### config.mk
export PLATFORM = sky130hd
export DESIGN_NAME = tdm_demux_1_n
export DESIGN_NICKNAME = d
export VERILOG_FILES = /design/src/rtl/tdm_demux_1_n.sv
export SDC_FILE = /design/constraint.sdc
export NUM_CORES = 1
export LEC_CHECK = 0
export CORE_AREA = 3 3 63 65
export DETAILED_ROUTE_END_ITERATION = 8
export DIE_AREA = 0 0 66 68
export GPL_TIMING_DRIVEN = 0
export PLACE_DENSITY_LB_ADDON = 0.1
export RECOVER_POWER = 100
export SLEW_MARGIN = 10
export SYNTH_ARGS = -nofsm -noshare
export SYNTH_HDL_FRONTEND = slang
export SYNTH_SLANG_ARGS = --single-unit
### constraint.sdc
create_clock -name Clock_In -period 5.2 [get_ports Clock_In]
set_input_delay 1.04 -clock Clock_In [delete_from_list [all_inputs] [get_ports Clock_In]]
set_output_delay 1.04 -clock Clock_In [all_outputs]
set_load 0.02 [all_outputs]
### src/rtl/tdm_demux_1_n.sv
// 1:N time-division demultiplexer: frame-sync aligned slot counter steering serial words into registered channels.
// Optional per-event sync-error counter enabled by defining TDM_DEMUX_ERR_COUNT_EN.
module tdm_demux_1_n #(
  parameter int unsigned DATA_WIDTH   = 8,
  parameter int unsigned NUM_CHANNELS = 4
) (
  input  logic                               Clock_In,
  input  logic                               Reset_N_In,
  input  logic                               Enable_In,
  input  logic                               Clear_Error_In,
  input  logic                               Data_Valid_In,
  input  logic                               Frame_Sync_In,
  input  logic [DATA_WIDTH-1:0]              Data_In,
  output logic [NUM_CHANNELS*DATA_WIDTH-1:0] Channel_Data_Out,
  output logic [NUM_CHANNELS-1:0]            Channel_Valid_Out,
  output logic                               Frame_Done_Out,
  output logic                               Locked_Out,
  output logic [$clog2(NUM_CHANNELS)-1:0]    Slot_Out,
`ifdef TDM_DEMUX_ERR_COUNT_EN
  output logic [7:0]                         Error_Count_Out,
`endif
  output logic                               Sync_Error_Out
);

  localparam int unsigned SW = $clog2(NUM_CHANNELS);
  localparam logic [SW-1:0] LAST_SLOT = SW'(NUM_CHANNELS - 1);

  typedef enum logic [0:0] {
    HUNT   = 1'b0,
    LOCKED = 1'b1
  } state_t;

  state_t                             state_q, state_d;
  logic [SW-1:0]                      slot_q, slot_d;
  logic [NUM_CHANNELS*DATA_WIDTH-1:0] data_q, data_d;
  logic [NUM_CHANNELS-1:0]            valid_q, valid_d;
  logic                               done_q, done_d;
  logic                               err_q, err_d;
  logic                               beat;
  logic                               write_en;
  logic [SW-1:0]                      write_slot;
  logic                               err_event;

  assign beat = Enable_In & Data_Valid_In;

  // Slot decision: which channel (if any) takes this beat, and framing errors.
  always_comb begin
    state_d    = state_q;
    slot_d     = slot_q;
    write_en   = 1'b0;
    write_slot = '0;
    err_event  = 1'b0;
    done_d     = 1'b0;
    if (beat) begin
      unique case (state_q)
        HUNT: begin
          if (Frame_Sync_In) begin
            write_en = 1'b1;
            slot_d   = SW'(1);
            state_d  = LOCKED;
          end
        end
        LOCKED: begin
          if (Frame_Sync_In) begin
            // Early sync realigns to slot 0 without completing the frame.
            err_event = (slot_q != '0);
            write_en  = 1'b1;
            slot_d    = SW'(1);
          end else if (slot_q == '0) begin
            err_event = 1'b1;
            state_d   = HUNT;
          end else begin
            write_en   = 1'b1;
            write_slot = slot_q;
            if (slot_q == LAST_SLOT) begin
              slot_d = '0;
              done_d = 1'b1;
            end else begin
              slot_d = slot_q + SW'(1);
            end
          end
        end
        default: state_d = HUNT;
      endcase
    end
  end

  always_comb begin
    data_d  = data_q;
    valid_d = '0;
    if (write_en) begin
      for (int unsigned k = 0; k < NUM_CHANNELS; k++) begin
        if (write_slot == SW'(k)) begin
          data_d[k*DATA_WIDTH +: DATA_WIDTH] = Data_In;
          valid_d[k]                         = 1'b1;
        end
      end
    end
  end

  always_comb begin
    err_d = err_q;
    if (err_event) begin
      err_d = 1'b1;
    end else if (Clear_Error_In) begin
      err_d = 1'b0;
    end
  end

  always_ff @(posedge Clock_In or negedge Reset_N_In) begin
    if (!Reset_N_In) begin
      state_q <= HUNT;
      slot_q  <= '0;
      data_q  <= '0;
      valid_q <= '0;
      done_q  <= 1'b0;
      err_q   <= 1'b0;
    end else begin
      state_q <= state_d;
      slot_q  <= slot_d;
      data_q  <= data_d;
      valid_q <= valid_d;
      done_q  <= done_d;
      err_q   <= err_d;
    end
  end

`ifdef TDM_DEMUX_ERR_COUNT_EN
  logic [7:0] cnt_q, cnt_d;

  always_comb begin
    cnt_d = cnt_q;
    if (err_event) begin
      if (Clear_Error_In) begin
        cnt_d = 8'd1;
      end else if (cnt_q != '1) begin
        cnt_d = cnt_q + 8'd1;
      end
    end else if (Clear_Error_In) begin
      cnt_d = '0;
    end
  end

  always_ff @(posedge Clock_In or negedge Reset_N_In) begin
    if (!Reset_N_In) begin
      cnt_q <= '0;
    end else begin
      cnt_q <= cnt_d;
    end
  end

  assign Error_Count_Out = cnt_q;
`endif

  assign Channel_Data_Out  = data_q;
  assign Channel_Valid_Out = valid_q;
  assign Frame_Done_Out    = done_q;
  assign Locked_Out        = (state_q == LOCKED);
  assign Slot_Out          = slot_q;
  assign Sync_Error_Out    = err_q;

endmodule

Word-level counts from Yosys, hierarchy flattened
Cells that the tools add are included.
- register bits after elaboration: 41
- bits of input ports: 14
- output and inout port bits: 41
- logic and storage cells: 57
- add/subtract/negate cells: 1
- equal/unequal tests: 6
- mux-type cells: 30
- bitwise operators: 2
- reduce and logical (&&, ||, !) cells: 9
- operators with widths (cell ; count):
    $mux W1 ; 19
    $mux W2 ; 8
    $reduce_and A2 Y1 ; 4
    $eq A2 B2 Y1 const B ; 3
    $logic_not A2 Y1 ; 2
    $mux W4 ; 1
    $pmux W2 S2 ; 1
    $reduce_bool A2 Y1 ; 2
    $ne A3 B3 Y1 const B ; 1
    $reduce_and A3 Y1 ; 1
    $add A2 B1 Y2 const B ; 1
    $eq A2 B1 Y1 const B ; 1
    $ne A2 B2 Y1 const B ; 1
    $pmux W1 S2 ; 1
    $and A1 B1 Y1 ; 1
    $not A1 Y1 ; 1

Logic depth before layout (Yosys ltp)
Gate-level depths: netlist (run 1).
- depth after elaboration: 8
- mapped depth: 6
- mapped depth without buffers: 6

Worst setup path after synthesis (run 1)
OpenSTA, ideal clock, no wires.
- path kind: input-to-reg
- start: in Frame_Sync_In
- end: reg data_q[15], in the netlist Channel_Data_Out[15]
- library setup time: 128 ps
- data arrival time: 2128 ps
- required time: 5072 ps
- path slack: 2944 ps
- stages on the path: 5
- path buffers: 0
- cell sequence: inv_1 > ha_1 > nor4b_4 > nand2_2 > mux2_1
- cells in the longest elaborated chain, start to end: 5
- elaborated cells on any way between the ends: 9
- classes of those cells: eq/ne (1); mux (7); reduce/logical (1)
- RTL lines (item ; line ; source):
    start: declaration ; 12 ; input logic Frame_Sync_In,
    $mux W2 ; 64 ; if (Frame_Sync_In) begin
    $mux W2 ; 55 ; unique case (state_q)
    $mux W2 ; 54 ; if (beat) begin
    $eq A2 B1 Y1 ; 93 ; if (write_slot == SW'(k)) begin
    $reduce_and A2 Y1 (no line) * ; n/a ;
    end signal: assignment ; 121 ; data_q <= data_d;
    end: declaration ; 35 ; logic [NUM_CHANNELS*DATA_WIDTH-1:0] data_q, data_d;
Mark *: on every way between the ends. The rest lies on a longest branch, timed or not.
A chain may end at the register's enable or synchronous reset.

Worst setup path after layout (run 1)
Ends and elaborated chain as after synthesis.

==> impl_results.md, run 1 <==
* Vias in the first global route at 1,154
* Slew @ Worst Pin at 1470 ps
* CTS-repair resized insts at 0
* Met2 WL at 1680 um
* Simple-Gate Fraction of Synth Area at about 7%
* Highest clock rate at 328 MHz
* Status: finished clean
* Iter 0 DRT Violations at 22
* Fin crit period at 3050 ps
* Clock tree buffer depth at 2
* Initial Util at 48.3%
* Adder-cell share of the synthesized area at 2.29%
* Share of synthesized registers carrying an async set or reset at 100%
* Ports at 55
* Worst min path class: reg -> reg
* Slew HR at 1.88%
* Final worst slack at 2150 ps
* PortBufs at 54
* Synth Flop Type: dfrtp_1
* Distinct cells, synth at 25
* Routed len/inst at 15.3 um
* Worst-path clk slew at ~100 ps
* RePlAce Congestion at 0.721
* Final hold slack at 504 ps
* Post-Syn Area at 1640 um^2
* Multiplexer area fraction after synthesis at between 20% and 30%
* Hold Buf Count CTS at 0
* Seq cells post-synth at 41
* Worst Setup Start Kind: primary input
* Initial antenna violation count at 0
* Total gr overflow at 0
* Sink Count at between 40 and 50
* Sequential power share at between 30% and 40%
* Synth Area in XOR/XNOR at 0%
* Sw frac at 35.6%
* Num CTS Buffers at 5
* Syn-to-layout area delta at 39.8%
* GRT Util Overall at 17.5%
* Max-slew violations at 0
* Clk_lat worst skew at 340 ps
* P_sw at 0.470 mW
* Via density at 5.02
* Avg Inst Size Synth at about 15 um^2
* CP required at 5430 ps
* Clock skew at 4.96 ps
* Synthesized Nets at 127
* Critical Path End Type: flip-flop
* Crit-path max FO at 9
* Drt total wl at between 3000 and 4000 um
* Die Width at between 60 and 70 um
* Global-route wire length before repair at 5630 um
* Clock Power Share at 15.9%
* P per Cell Area at 578 nW/um^2
* Compound-cell area share of the yosys netlist at under 10%
* Post-synth EDFFs at 0
* Setup Viol. Count Final at 0
* Fin crit share at 58.6%
* Final hold viol count at 0
* Unrepaired setup endpoints after global routing: no
* CTS tree: built
* Leak at between 1 and 1.5 nW
* N_diodes at 0
* Largest family of logic cells by synthesized area: multiplexers
* Pin count of the biggest net entering global routing at 30
* Drt pass-1 iters at 3
* Fraction of layout cells with a size suffix above 1 at 23.1%
* Synth warn at 0
* Total negative slack at 0 ps
* Highest Signal Layer: met4
* Post-layout util at around two thirds
* Core footprint at approximately 3400 um^2
* Die ar. at 4490 um^2
* Logic gate share of total power at roughly 45%
* Post-CTS Setup Inserts at 0
* Row count at 21
* Critical path class: in -> reg
* Die H at 68 um
* Post-route DRC at 0
* Cells after Synth at 110
* Post-DP HPWL at ~2500 um
* Vias post-DR at between 1,000 and 1,500
* Root buffer selected by CTS: clkbuf_4
* Final ANT Viol Nets at 0
* H-Tree Depth at 2
* Nets@finish at 189
* MaxCap Viol Count at 0
* Worst Path Arrival at 3270 ps
* Sequential element share of the synthesized area at 62.7%
* Pre-CTS setup slack at 2120 ps
* Metal-1 WL at 1330 um
* Pint at 0.852 mW
* VDD IR max at 0.000239 V
* DR WL met3 at around 290 um
==> cell usage after synthesis (2+ instances only) <==
| cell | instances | area share [%] |
|---|---|---|
| dfrtp_1 | 41 | 63 |
| a21oi_1 | 3 | 0.92 |
| nand3_2 | 2 | 1.2 |
| o22ai_1 | 2 | 0.76 |
| nand2_1 | 2 | 0.46 |
| nand2_2 | 2 | 0.76 |
| inv_1 | 8 | 1.8 |
| ha_1 | 3 | 2.3 |
| mux2_2 | 31 | 21 |
==> logic make-up after synthesis <==
family,after synthesis
mux,33
flops,41
fa+ha+maj,3
buf+inv,9
simple gates,15
compound gates,9
==> metrics by stage <==
stage               cell area (um^2)  power [mW]  std cells
finish                          2290        1.32        219
global route                    2290        1.41        219
CTS                             2330        1.41        219
detailed placement              2250        1.19        211
global placement                2230        1.17        210
floorplan                       1640       0.865        110
==> cell type report <==
| type | instances | area (um^2) |
|---|---|---|
| Fill cell | 271 | 1100 |
| Sequential cell | 41 | 1030 |
| Multi-Input combinational cell | 60 | 547 |
| Timing Repair Buffer | 55 | 538 |
| Tap cell | 46 | 57.6 |
| Clock buffer | 7 | 55.1 |
| Clock inverter | 1 | 30.0 |
| Inverter | 8 | 30.0 |
| Buffer | 1 | 3.75 |
==> flip-flops by register name (all words and copies together) (netlist names) <==
| register | count |
|---|---|
| Sync_Error_Out | 1 |
| Channel_Valid_Out | 4 |
| Slot_Out | 2 |
| Channel_Data_Out | 32 |
| Frame_Done_Out | 1 |
| Locked_Out | 1 |
==> routing by layer <==
metal  up-vias  track usage [%]
met3         5             6.40
met2        37             29.0
met4         0             9.14
met1       544             19.9
li1        513                -
met5         -                0
==> power groups by stage <==
stage | Combinational, mW | Sequential [mW] | Clock (mW)
4_1_cts | 0.666 | 0.523 | 0.218
2_1_floorplan | 0.188 | 0.677 | 0
5_1_grt | 0.645 | 0.533 | 0.232
3_3_place_gp | 0.646 | 0.520 | 0
6_report | 0.597 | 0.515 | 0.210
3_5_place_dp | 0.664 | 0.529 | 0
==> worst paths after layout <==
kind,from,end,slack [ps],depth (start not counted)
setup / recovery,Frame_Sync_In,Channel_Data_Out[15],2150,6
hold / removal,Channel_Data_Out[15],Channel_Data_Out[15],500,1
setup reg to reg,Slot_Out[0],Channel_Data_Out[15],2800,6
hold reg to reg,Channel_Data_Out[15],Channel_Data_Out[15],500,1
max in group asynchronous,Reset_N_In,Channel_Data_Out[21],2710,2
min in group asynchronous,Reset_N_In,Sync_Error_Out,700,1
==> layout by cell type (no fill, tap or decap), types with 2 or more instances in the layout <==
master / instances
clkbuf_4: 5
inv_1: 8
nand2_1: 4
ha_1: 3
nand3_1: 2
dlygate4sd3_1: 43
dfrtp_1: 41
a21oi_1: 3
clkdlybuf4s50_1: 10
clkbuf_1: 4
o22ai_1: 2
mux2_2: 31
==> critical path: stages <==
cell,delay [ps]
dlygate4sd3_1,650
inv_1,100
ha_1,260
nor4b_1,400
nand2_1,400
mux2_1,430
(Power assumes the default switching activity.)
==> run 2, diff against run 1 <==
Settings changed: CORE_AREA 3 3 63 65 to 3 3 65 67, DIE_AREA 0 0 66 68 to 0 0 68 70.
Clock period 5.2 ns to 2.85 ns, I/O delays scaled along.
==> run 2 against run 1 <==
Compared with the run above: clock-buffer cell count decreased by 1; global-route usage decreased by 1.0 points; via count decreased by 1.3%; wire length increased by 6.1%; cell count increased by 0.46%; combinational power increased by 86%; largest power group unchanged; register-to-register slack got worse by 2300 ps; final area increased by 0.99%; setup slack got worse by 1700 ps.
==> impl_results.md, run 2 (synthesis gave the netlist of run 1 again) <==
* Status: finished clean
* Vias post-DR at between 1,000 and 1,500
* Leak at 1.13 nW
* P per Cell Area at 1050 nW/um^2
* Fin crit period at ~2400 ps
* Placed Instances at between 200 and 250
* Reg2reg start: Slot_Out[0]
* # fillers at 302
* Pin count of the biggest net entering global routing at 23
* Drt total wl at 3550 um
* Post-route DRC at 0
* Worst Path Arrival at 2580 ps
* Commonest non-fill, non-tap cell in the layout: dlygate4sd3_1
* Post-DP HPWL at ~2600 um
* Drt pass-1 iters at 3
* Critical Path End Type: flip-flop
* CTS-repair resized insts at 0
* Core footprint at roughly 3700 um^2
* Row count at 22
* Max reg flops at 32
* Final ANT Viol Nets at 0
* Highest clock rate at roughly 420 MHz
* CP required at 3020 ps
* Root buffer selected by CTS: clkbuf_8
* Fraction of layout cells with a size suffix above 1 at 23.8%
* Unrepaired setup endpoints after global routing: no
* Slew HR at 23.5%
* Iter 0 DRT Violations at 60
* Via density at 4.93
* Clock skew at 2.70 ps
* Nets@finish at 189
* GRT Util Overall at 16.5%
* Vias in the first global route at 1,147
* Final Power at 2.43 mW
* Global-route wire length before repair at 5750 um
* Most frequent cells in the layout: dlygate4sd3_1 (42), dfrtp_1 (41), mux2_2 (31), clkdlybuf4s50_1 (11), inv_1 (8)
* CTS tree: built
* Hold Buf Count CTS at 0
* Worst-path clk slew at 70 ps
* Crit-path max FO at 9
* Initial Util at 44.4%
* Worst min path class: in -> async
* Ports at between 50 and 60
* Critical path class: in -> reg
* Post-CTS Setup Inserts at 0
* Total gr overflow at 0
* MaxCap Viol Count at 0
* H-Tree Depth at 2
* Num CTS Buffers at 5
* Die ar. at between 4000 and 5000 um^2
* Setup Viol. Count Final at 0
* Clk_lat worst skew at between 200 and 300 ps
* VDD IR max at 0.000541 V
* Initial antenna violation count at 0
* Routed len/inst at 16.2 um
* Die H at 70 um
* Sink Count at 41
* Die Width at 68 um
* Worst Setup SP: Frame_Sync_In
* Non-Filler Instances at 220
* N_diodes at 0
* Syn-to-layout area delta at 41.1%
* PortBufs at 54
* Final hold slack at about 460 ps
* Worst Setup Start Kind: primary input
* Slew @ Worst Pin at 1150 ps
* Final hold viol count at 0
* Fin crit share at between 80 and 90%
* Clock tree buffer depth at 2
* Max-slew violations at 0
* RePlAce Congestion at roughly 0.75
* Total negative slack at 0 ps
==> run 2: final timing paths <==
path                                             end  slack [ps]  cells after the start
worst max-delay path            Channel_Data_Out[16]         440                      6
max in group asynchronous       Channel_Data_Out[19]         810                      2
worst min register to register  Channel_Data_Out[23]         500                      1
min in group Clock_In           Channel_Data_Out[23]         500                      1
worst max register to register  Channel_Data_Out[16]         500                      6
worst min-delay path                     Slot_Out[1]         460                      1
==> run 2: metal layers <==
metal	share of wire (%)	GRT usage, %	wire length, um	up-vias
met5	0	0	0	-
met3	6.7	4.82	238	5
met2	51	27.5	1820	34
met4	1.6	6.18	56	0
met1	40	19.6	1430	536
li1	-	-	-	510
==> run 2: layout make-up <==
| type | instances | area, um^2 | area share (%) |
|---|---|---|---|
| Inverter | 8 | 30.0 | 1.30 |
| Clock inverter | 1 | 7.51 | 0.325 |
| Buffer | 1 | 3.75 | 0.163 |
| Clock buffer | 6 | 82.6 | 3.58 |
| Timing Repair Buffer | 55 | 538 | 23.3 |
| Tap cell | 48 | 60.1 | 2.60 |
| Sequential cell | 41 | 1030 | 44.4 |
| Multi-Input combinational cell | 60 | 562 | 24.3 |
==> run 2: worst max-delay path: stages <==
cell and delay, ps:
clkdlybuf4s50_1 540, inv_1 80, ha_1 270, nor3_1 220, nand3_1 450, mux2_2 450
==> run 2: power by group <==
group / switching, mW / total [mW] / internal, mW / leakage, nW
Clock: 0.184 / 0.375 / 0.191 / 0.0433
Sequential: 0.132 / 0.943 / 0.811 / 0.519
Combinational: 0.567 / 1.11 / 0.540 / 0.567
==> run 2: through the flow <==
step           setup WS (ps)  utilization (%)  area, um^2
6_report                 445             62.6        2310
5_1_grt                  298             62.6        2310
2_1_floorplan            769                -        1640
3_5_place_dp             260             61.3        2260
4_1_cts                  565             63.7        2350
3_3_place_gp             242             60.7        2240
